### src/rtl/nibbler_sequencer.sv
// -----------------------------------------------------------------------------
// nibbler_sequencer
//
// Instruction sequencer for the Nibbler 4-bit CPU. Owns the 12-bit program
// counter, fetches one- and two-byte instructions from program ROM and drives
// the datapath controls: ALU operation and operand source, accumulator and
// flag-register load strobes, and RAM / IO access handshakes. Conditional
// jumps are resolved from the stored flags {notC, notZ}.
//
// Each instruction runs as FETCH -> [ADDR] -> EXEC -> FETCH. ADDR appears
// only for two-byte opcodes, where it captures the low address byte.
//
// Ports
//   clk        in   1  clock
//   reset      in   1  asynchronous, active-high reset
//   run        in   1  allow fetch; low holds in FETCH with pc frozen
//   instr      in   8  ROM data at address pc (combinational)
//   pc         out 12  program counter / ROM address
//   flags_n    in   2  stored flags {notC, notZ}
//   operand    out  4  latched low nibble of the opcode byte
//   mem_addr   out 12  {operand, addr_lo}, data RAM address
//   mem_req    out  1  RAM access request (held until mem_ready)
//   mem_we     out  1  RAM write, valid with mem_req
//   mem_ready  in   1  RAM access completes this cycle
//   io_req     out  1  IO access request, port = operand
//   io_we      out  1  IO write, valid with io_req
//   io_ready   in   1  IO access completes this cycle
//   alu_op     out  2  00 ADD, 01 CMP, 10 NOR, 11 PASS B
//   alu_src    out  1  0: B = immediate operand, 1: B = RAM/IO data
//   acc_load   out  1  accumulator captures ALU result at this edge
//   flags_load out  1  flag register captures ALU flags at this edge
// -----------------------------------------------------------------------------
module nibbler_sequencer (
  input  logic        clk,
  input  logic        reset,
  input  logic        run,
  input  logic [7:0]  instr,
  output logic [11:0] pc,
  input  logic [1:0]  flags_n,
  output logic [3:0]  operand,
  output logic [11:0] mem_addr,
  output logic        mem_req,
  output logic        mem_we,
  input  logic        mem_ready,
  output logic        io_req,
  output logic        io_we,
  input  logic        io_ready,
  output logic [1:0]  alu_op,
  output logic        alu_src,
  output logic        acc_load,
  output logic        flags_load
);

  localparam logic [1:0] ST_FETCH = 2'd0;
  localparam logic [1:0] ST_ADDR  = 2'd1;
  localparam logic [1:0] ST_EXEC  = 2'd2;

  localparam logic [3:0] OP_JC   = 4'h0;
  localparam logic [3:0] OP_JNC  = 4'h1;
  localparam logic [3:0] OP_JZ   = 4'h2;
  localparam logic [3:0] OP_JNZ  = 4'h3;
  localparam logic [3:0] OP_JMP  = 4'h4;
  localparam logic [3:0] OP_LD   = 4'h5;
  localparam logic [3:0] OP_IN   = 4'h6;
  localparam logic [3:0] OP_OUT  = 4'h7;
  localparam logic [3:0] OP_ADDI = 4'h8;
  localparam logic [3:0] OP_ADDM = 4'h9;
  localparam logic [3:0] OP_CMPI = 4'hA;
  localparam logic [3:0] OP_CMPM = 4'hB;
  localparam logic [3:0] OP_NORI = 4'hC;
  localparam logic [3:0] OP_NORM = 4'hD;
  localparam logic [3:0] OP_LIT  = 4'hE;
  localparam logic [3:0] OP_ST   = 4'hF;

  localparam logic [1:0] ALU_ADD  = 2'b00;
  localparam logic [1:0] ALU_CMP  = 2'b01;
  localparam logic [1:0] ALU_NOR  = 2'b10;
  localparam logic [1:0] ALU_PASS = 2'b11;

  logic [1:0]  state_q,   state_d;
  logic [11:0] pc_q,      pc_d;
  logic [3:0]  opcode_q,  opcode_d;
  logic [3:0]  operand_q, operand_d;
  logic [7:0]  addr_lo_q, addr_lo_d;

  logic        two_byte;
  logic        jump_taken;

  // Jumps, LD and every memory-operand opcode (odd codes in the upper half)
  // carry a second address byte.
  assign two_byte = (instr[7:4] <= OP_LD) || (instr[7] && instr[4]);

  // flags_n is active-low: a flag is set when its bit reads 0.
  always_comb begin
    jump_taken = 1'b0;
    case (opcode_q)
      OP_JC:   jump_taken = ~flags_n[1];
      OP_JNC:  jump_taken =  flags_n[1];
      OP_JZ:   jump_taken = ~flags_n[0];
      OP_JNZ:  jump_taken =  flags_n[0];
      OP_JMP:  jump_taken = 1'b1;
      default: jump_taken = 1'b0;
    endcase
  end

  // Next-state and control decode. Strobes on memory/IO ops are Mealy on the
  // ready input so the load lands on the same edge the data is valid.
  always_comb begin
    // NOTE: every output of this block gets a default first, so no path can
    // leave one unassigned and infer a latch.
    state_d    = state_q;
    pc_d       = pc_q;
    opcode_d   = opcode_q;
    operand_d  = operand_q;
    addr_lo_d  = addr_lo_q;
    mem_req    = 1'b0;
    mem_we     = 1'b0;
    io_req     = 1'b0;
    io_we      = 1'b0;
    alu_op     = ALU_ADD;
    alu_src    = 1'b0;
    acc_load   = 1'b0;
    flags_load = 1'b0;

    case (state_q)
      ST_FETCH: begin
        if (run) begin
          opcode_d  = instr[7:4];
          operand_d = instr[3:0];
          pc_d      = pc_q + 12'd1;
          state_d   = two_byte ? ST_ADDR : ST_EXEC;
        end
      end

      ST_ADDR: begin
        addr_lo_d = instr;
        pc_d      = pc_q + 12'd1;
        state_d   = ST_EXEC;
      end

      ST_EXEC: begin
        state_d = ST_FETCH;
        case (opcode_q)
          OP_JC, OP_JNC, OP_JZ, OP_JNZ, OP_JMP: begin
            // Not taken leaves pc already pointing past the instruction.
            if (jump_taken) pc_d = {operand_q, addr_lo_q};
          end
          OP_LD: begin
            mem_req  = 1'b1;
            alu_src  = 1'b1;
            alu_op   = ALU_PASS;
            acc_load = mem_ready;
            if (!mem_ready) state_d = ST_EXEC;
          end
          OP_IN: begin
            io_req   = 1'b1;
            alu_src  = 1'b1;
            alu_op   = ALU_PASS;
            acc_load = io_ready;
            if (!io_ready) state_d = ST_EXEC;
          end
          OP_OUT: begin
            io_req = 1'b1;
            io_we  = 1'b1;
            if (!io_ready) state_d = ST_EXEC;
          end
          OP_ADDI: begin
            alu_op     = ALU_ADD;
            acc_load   = 1'b1;
            flags_load = 1'b1;
          end
          OP_ADDM: begin
            mem_req    = 1'b1;
            alu_src    = 1'b1;
            alu_op     = ALU_ADD;
            acc_load   = mem_ready;
            flags_load = mem_ready;
            if (!mem_ready) state_d = ST_EXEC;
          end
          OP_CMPI: begin
            alu_op     = ALU_CMP;
            flags_load = 1'b1;
          end
          OP_CMPM: begin
            mem_req    = 1'b1;
            alu_src    = 1'b1;
            alu_op     = ALU_CMP;
            flags_load = mem_ready;
            if (!mem_ready) state_d = ST_EXEC;
          end
          OP_NORI: begin
            alu_op     = ALU_NOR;
            acc_load   = 1'b1;
            flags_load = 1'b1;
          end
          OP_NORM: begin
            mem_req    = 1'b1;
            alu_src    = 1'b1;
            alu_op     = ALU_NOR;
            acc_load   = mem_ready;
            flags_load = mem_ready;
            if (!mem_ready) state_d = ST_EXEC;
          end
          OP_LIT: begin
            alu_op   = ALU_PASS;
            acc_load = 1'b1;
          end
          OP_ST: begin
            mem_req = 1'b1;
            mem_we  = 1'b1;
            alu_src = 1'b1;
            if (!mem_ready) state_d = ST_EXEC;
          end
          default: ;
        endcase
      end

      // Unused encoding: recover to a clean fetch.
      default: state_d = ST_FETCH;
    endcase
  end

  // NOTE: sequential state uses non-blocking assignments so every register
  // samples the pre-edge values of the others, independent of statement order.
  always_ff @(posedge clk or posedge reset) begin
    if (reset) begin
      state_q   <= ST_FETCH;
      pc_q      <= 12'h000;
      opcode_q  <= 4'h0;
      operand_q <= 4'h0;
      addr_lo_q <= 8'h00;
    end else begin
      state_q   <= state_d;
      pc_q      <= pc_d;
      opcode_q  <= opcode_d;
      operand_q <= operand_d;
      addr_lo_q <= addr_lo_d;
    end
  end

  assign pc       = pc_q;
  assign operand  = operand_q;
  assign mem_addr = {operand_q, addr_lo_q};

endmodule
### config.mk
export PLATFORM = sky130hd
export DESIGN_NAME = nibbler_sequencer
export DESIGN_NICKNAME = d
export VERILOG_FILES = /design/src/rtl/nibbler_sequencer.sv
export SDC_FILE = /design/constraint.sdc
export NUM_CORES = 1
export LEC_CHECK = 0
export ABC_AREA = 1
export CAP_MARGIN = 10
export CORE_AREA = 4 4 77 79
export DETAILED_ROUTE_END_ITERATION = 8
export DIE_AREA = 0 0 81 83
export PLACE_DENSITY = 0.65
export SETUP_SLACK_MARGIN = 0.02
export SLEW_MARGIN = 10
export SYNTH_ARGS = -nofsm -noshare
export SYNTH_HDL_FRONTEND = slang
export SYNTH_SLANG_ARGS = --single-unit
export TNS_END_PERCENT = 50
### constraint.sdc
create_clock -name clk -period 1.6 [get_ports clk]
set_input_delay 0.32 -clock clk [delete_from_list [all_inputs] [get_ports clk]]
set_output_delay 0.32 -clock clk [all_outputs]
set_load 0.05 [all_outputs]
==> key figures <==
Floorplan
  – DIE WIDTH: 81 um
  – Area of the die: 6720 um^2
  – Core area: 5340 um^2
  – Ports: 52
  – Die height: 83 um
  – Initial Utilization: 34.2%
  – # rows: 27

Placed design
  – Placed Area: 3040 um^2
  – GP Congestion: 0.895
  – Detail Placement HPWL: 3910 um
  – Dpl cells: 400
  – # port buffers: 51
  – Setup WS pre-CTS: -0.152 ns

Finish
  – Area growth syn-to-layout: 78.1%
  – Ant diodes: 0
  – Fin area: 3250 um^2
  – Share of cells above drive strength 1: 32.0%
  – Final std cells w/o fill: 416
  – Post-layout util: 60.9%
  – Nets@finish: 359
  – Filler cells: 458

Yosys
  – Yosys top cell by area: dfrtp_1
  – Synth top cells by count: 99 x nand2_1, 35 x nand3_1, 30 x dfrtp_1, 29 x inv_1, 20 x o21ai_0
  – Yosys warning total: 0
  – Most common cell in the synthesized netlist: nand2_1
  – Post-Syn Area: 1830 um^2
  – Post-Syn Area per Cell: 6.84 um^2
  – Post-synthesis register bit count: 30
  – Synth top area share: 41.1%
  – Syn Nets: 283
  – Synth area leaders: dfrtp_1 41%, nand2_1 20%, nand3_1 9.6%
  – Post-synthesis sequential area ratio: 41.1%
  – Post-synth EDFFs: 0
  – Yosys cell types: 26
  – Syn Inst Count: 267
  – Top_reg_cell synth: dfrtp_1
  – Ys async rst share: 100%

Route
  – Post-Route WL: 5230 um
  – DRC viols: 0
  – Vias after detailed routing: 1960
  – Pre-antenna DRT Iters: 4
  – Detail Route Antenna Nets: 0
  – Number of DRC markers in iteration 0: 99
  – Vias per inst: 4.71
  – WL/cell: 12.6 um

Setup path
  – Reg2reg path depth: 9
  – WS Path Type: reg2out
  – Req. time, crit path: 1.28 ns
  – Top delay family on crit path: flip-flops
  – Worst Path Max Fanout: 7
  – Worst r2r src: opcode_q[1]
  – CP Cell Sequence: inv_2, nand3_2, a21oi_4, buf_4, buf_12
  – Buf/Inv on CP: 3
  – Startpoint class of the critical path: flip-flop
  – CP max stage delay: 0.48 ns
  – Crit end category: output pin
  – R2R Path End: pc[11]
  – Crit path DAT: 1.47 ns
  – Worst R2R Setup Slack: 0.12 ns
  – Critical path's slowest cell: dfrtp_2

Timing
  – Fin crit share: 112%
  – Max-slew violation count: 0
  – Max Fclk: 557 MHz
  – Measured slew at the worst slew-check pin: 0.389 ns
  – Final setup fails: 9
  – Final Critical Period: 1.79 ns
  – Final worst slack: -0.194 ns
  – RSZ-0062 raised after global routing: yes
  – Slew Limit Headroom: 74.1%
  – Worst Clk Skew: 0.00712 ns
  – Final Hold Viols: 0

Global route
  – Overflow after GRT: 0
  – Largest net degree at the start of global routing: 31
  – First-pass GRT wire length: 8740 um
  – Initial antenna violation count: 0
  – GRT Total Usage: 16.5%
  – Vias in the first global route: 1936

Clocking
  – TritonCTS clock tree: done
  – Root Driver: clkbuf_8
  – Cts hold-fix bufs: 0
  – Num CTS Buffers: 5
  – Clk sinks: 30
  – H-tree levels: 2
  – Clock transition at path regs: 0.07 ns
  – Skew-Pair Late Insertion Delay: 0.28 ns
  – Worst-case clock buffer depth: 2

Run
  – Max-Cap Viols: 0

Power and ir drop
  – Power Dens Cells: 2270 nW/um^2
  – Leak pwr: 1.57 nW
  – Total power draw: 7.37 mW
  – Maximum VDD drop: 1.87 mV

Outcome
  – Run status: finished, violations left
  – Violated checks: setup timing

Min path
  – Worst Hold Class: in2async
-- area by class of cell --
type,instances,area [um^2],area share [%]
clock buffer,7,76.3,2.35
clock inverter,1,30.0,0.923
inverter,33,133,4.08
multi-input combinational,191,1030,31.5
sequential,30,756,23.2
tap,72,90.1,2.77
timing repair buffer,82,1140,35.1
-- worst reg2reg max path, delay by kind of cell (launching register included) --
kind	cells	cell delay [ns]
buf+inv	2	0.28
simple gates	7	0.63
flops	1	0.46
-- cells by family (layout without fill, tap and decap cells) --
kind of cell	after synthesis	count (layout)	synth area share (%)
simple gates	156	156	35.9
buf+inv	46	123	11.0
compound gates	34	34	11.4
flops	30	30	41.1
fa+ha+maj	1	1	0.685
-- registers in the layout (all words and copies together) (netlist names) --
| signal | cells |
|---|---|
| addr_lo_q | 8 |
| opcode_q | 4 |
| operand | 4 |
| pc | 12 |
| state_q | 2 |
-- power breakdown --
group	internal [mW]	leakage [nW]	total, mW	switching, mW
Sequential	1.11	0.367	1.66	0.550
Combinational	2.27	1.15	4.97	2.70
Clock	0.465	0.0524	0.743	0.278
Total	3.84	1.57	7.37	3.53
-- placed cells by master, fill, tap and decap left out, drive strengths merged --
master,count
nand2,99
buf,68
nand3,35
inv,32
dfrtp,30
o21ai,21
nor2,16
clkdlybuf4s50,14
clkbuf,7
nand4,4
a21oi,4
o211ai,3
a2111oi,2
o31ai,1
clkinvlp,1
a32oi,1
nor3,1
or2,1
a21o,1
o21bai,1
ha,1
bufinv,1
-- through the flow --
stage / hold slack [ns] / TNS, ns
after floorplan: 0.411 / -0.877
after global placement: 0.553 / -0.527
after CTS: 0.423 / -1.27
after global routing: 0.455 / -1.91
after detailed placement: 0.565 / -1.18
final: 0.416 / -1.31
-- metal layers --
metal / vias up / share of wire [%] / track usage [%]
met4: 0 / 2.6 / 7.07
met2: 61 / 48 / 26.2
met5: - / 0 / 0
met3: 12 / 5.8 / 4.23
li1: 1005 / - / -
met1: 882 / 43 / 20.9
-- worst max path at each step --
stage           startpoint         end  slack, ns  depth (start not counted)
2_1_floorplan   state_q[1]   alu_op[1]      -0.21                          5
3_3_place_gp     mem_ready  flags_load      -0.10                          4
3_5_place_dp     mem_ready    acc_load      -0.15                          6
4_1_cts         state_q[0]    acc_load      -0.19                          6
5_1_grt         state_q[0]  flags_load      -0.25                          4
6_report       opcode_q[3]     mem_req      -0.19                          5
-- what timing repair did --
item | in CTS | in global routing
setup endpoints to repair | 9 | 20
pin swaps | 3 | 0
resized for setup | 7 | 8
cloned | 0 | 1
setup buffers | 6 | 1
Power figures use the tool's default switching activity.
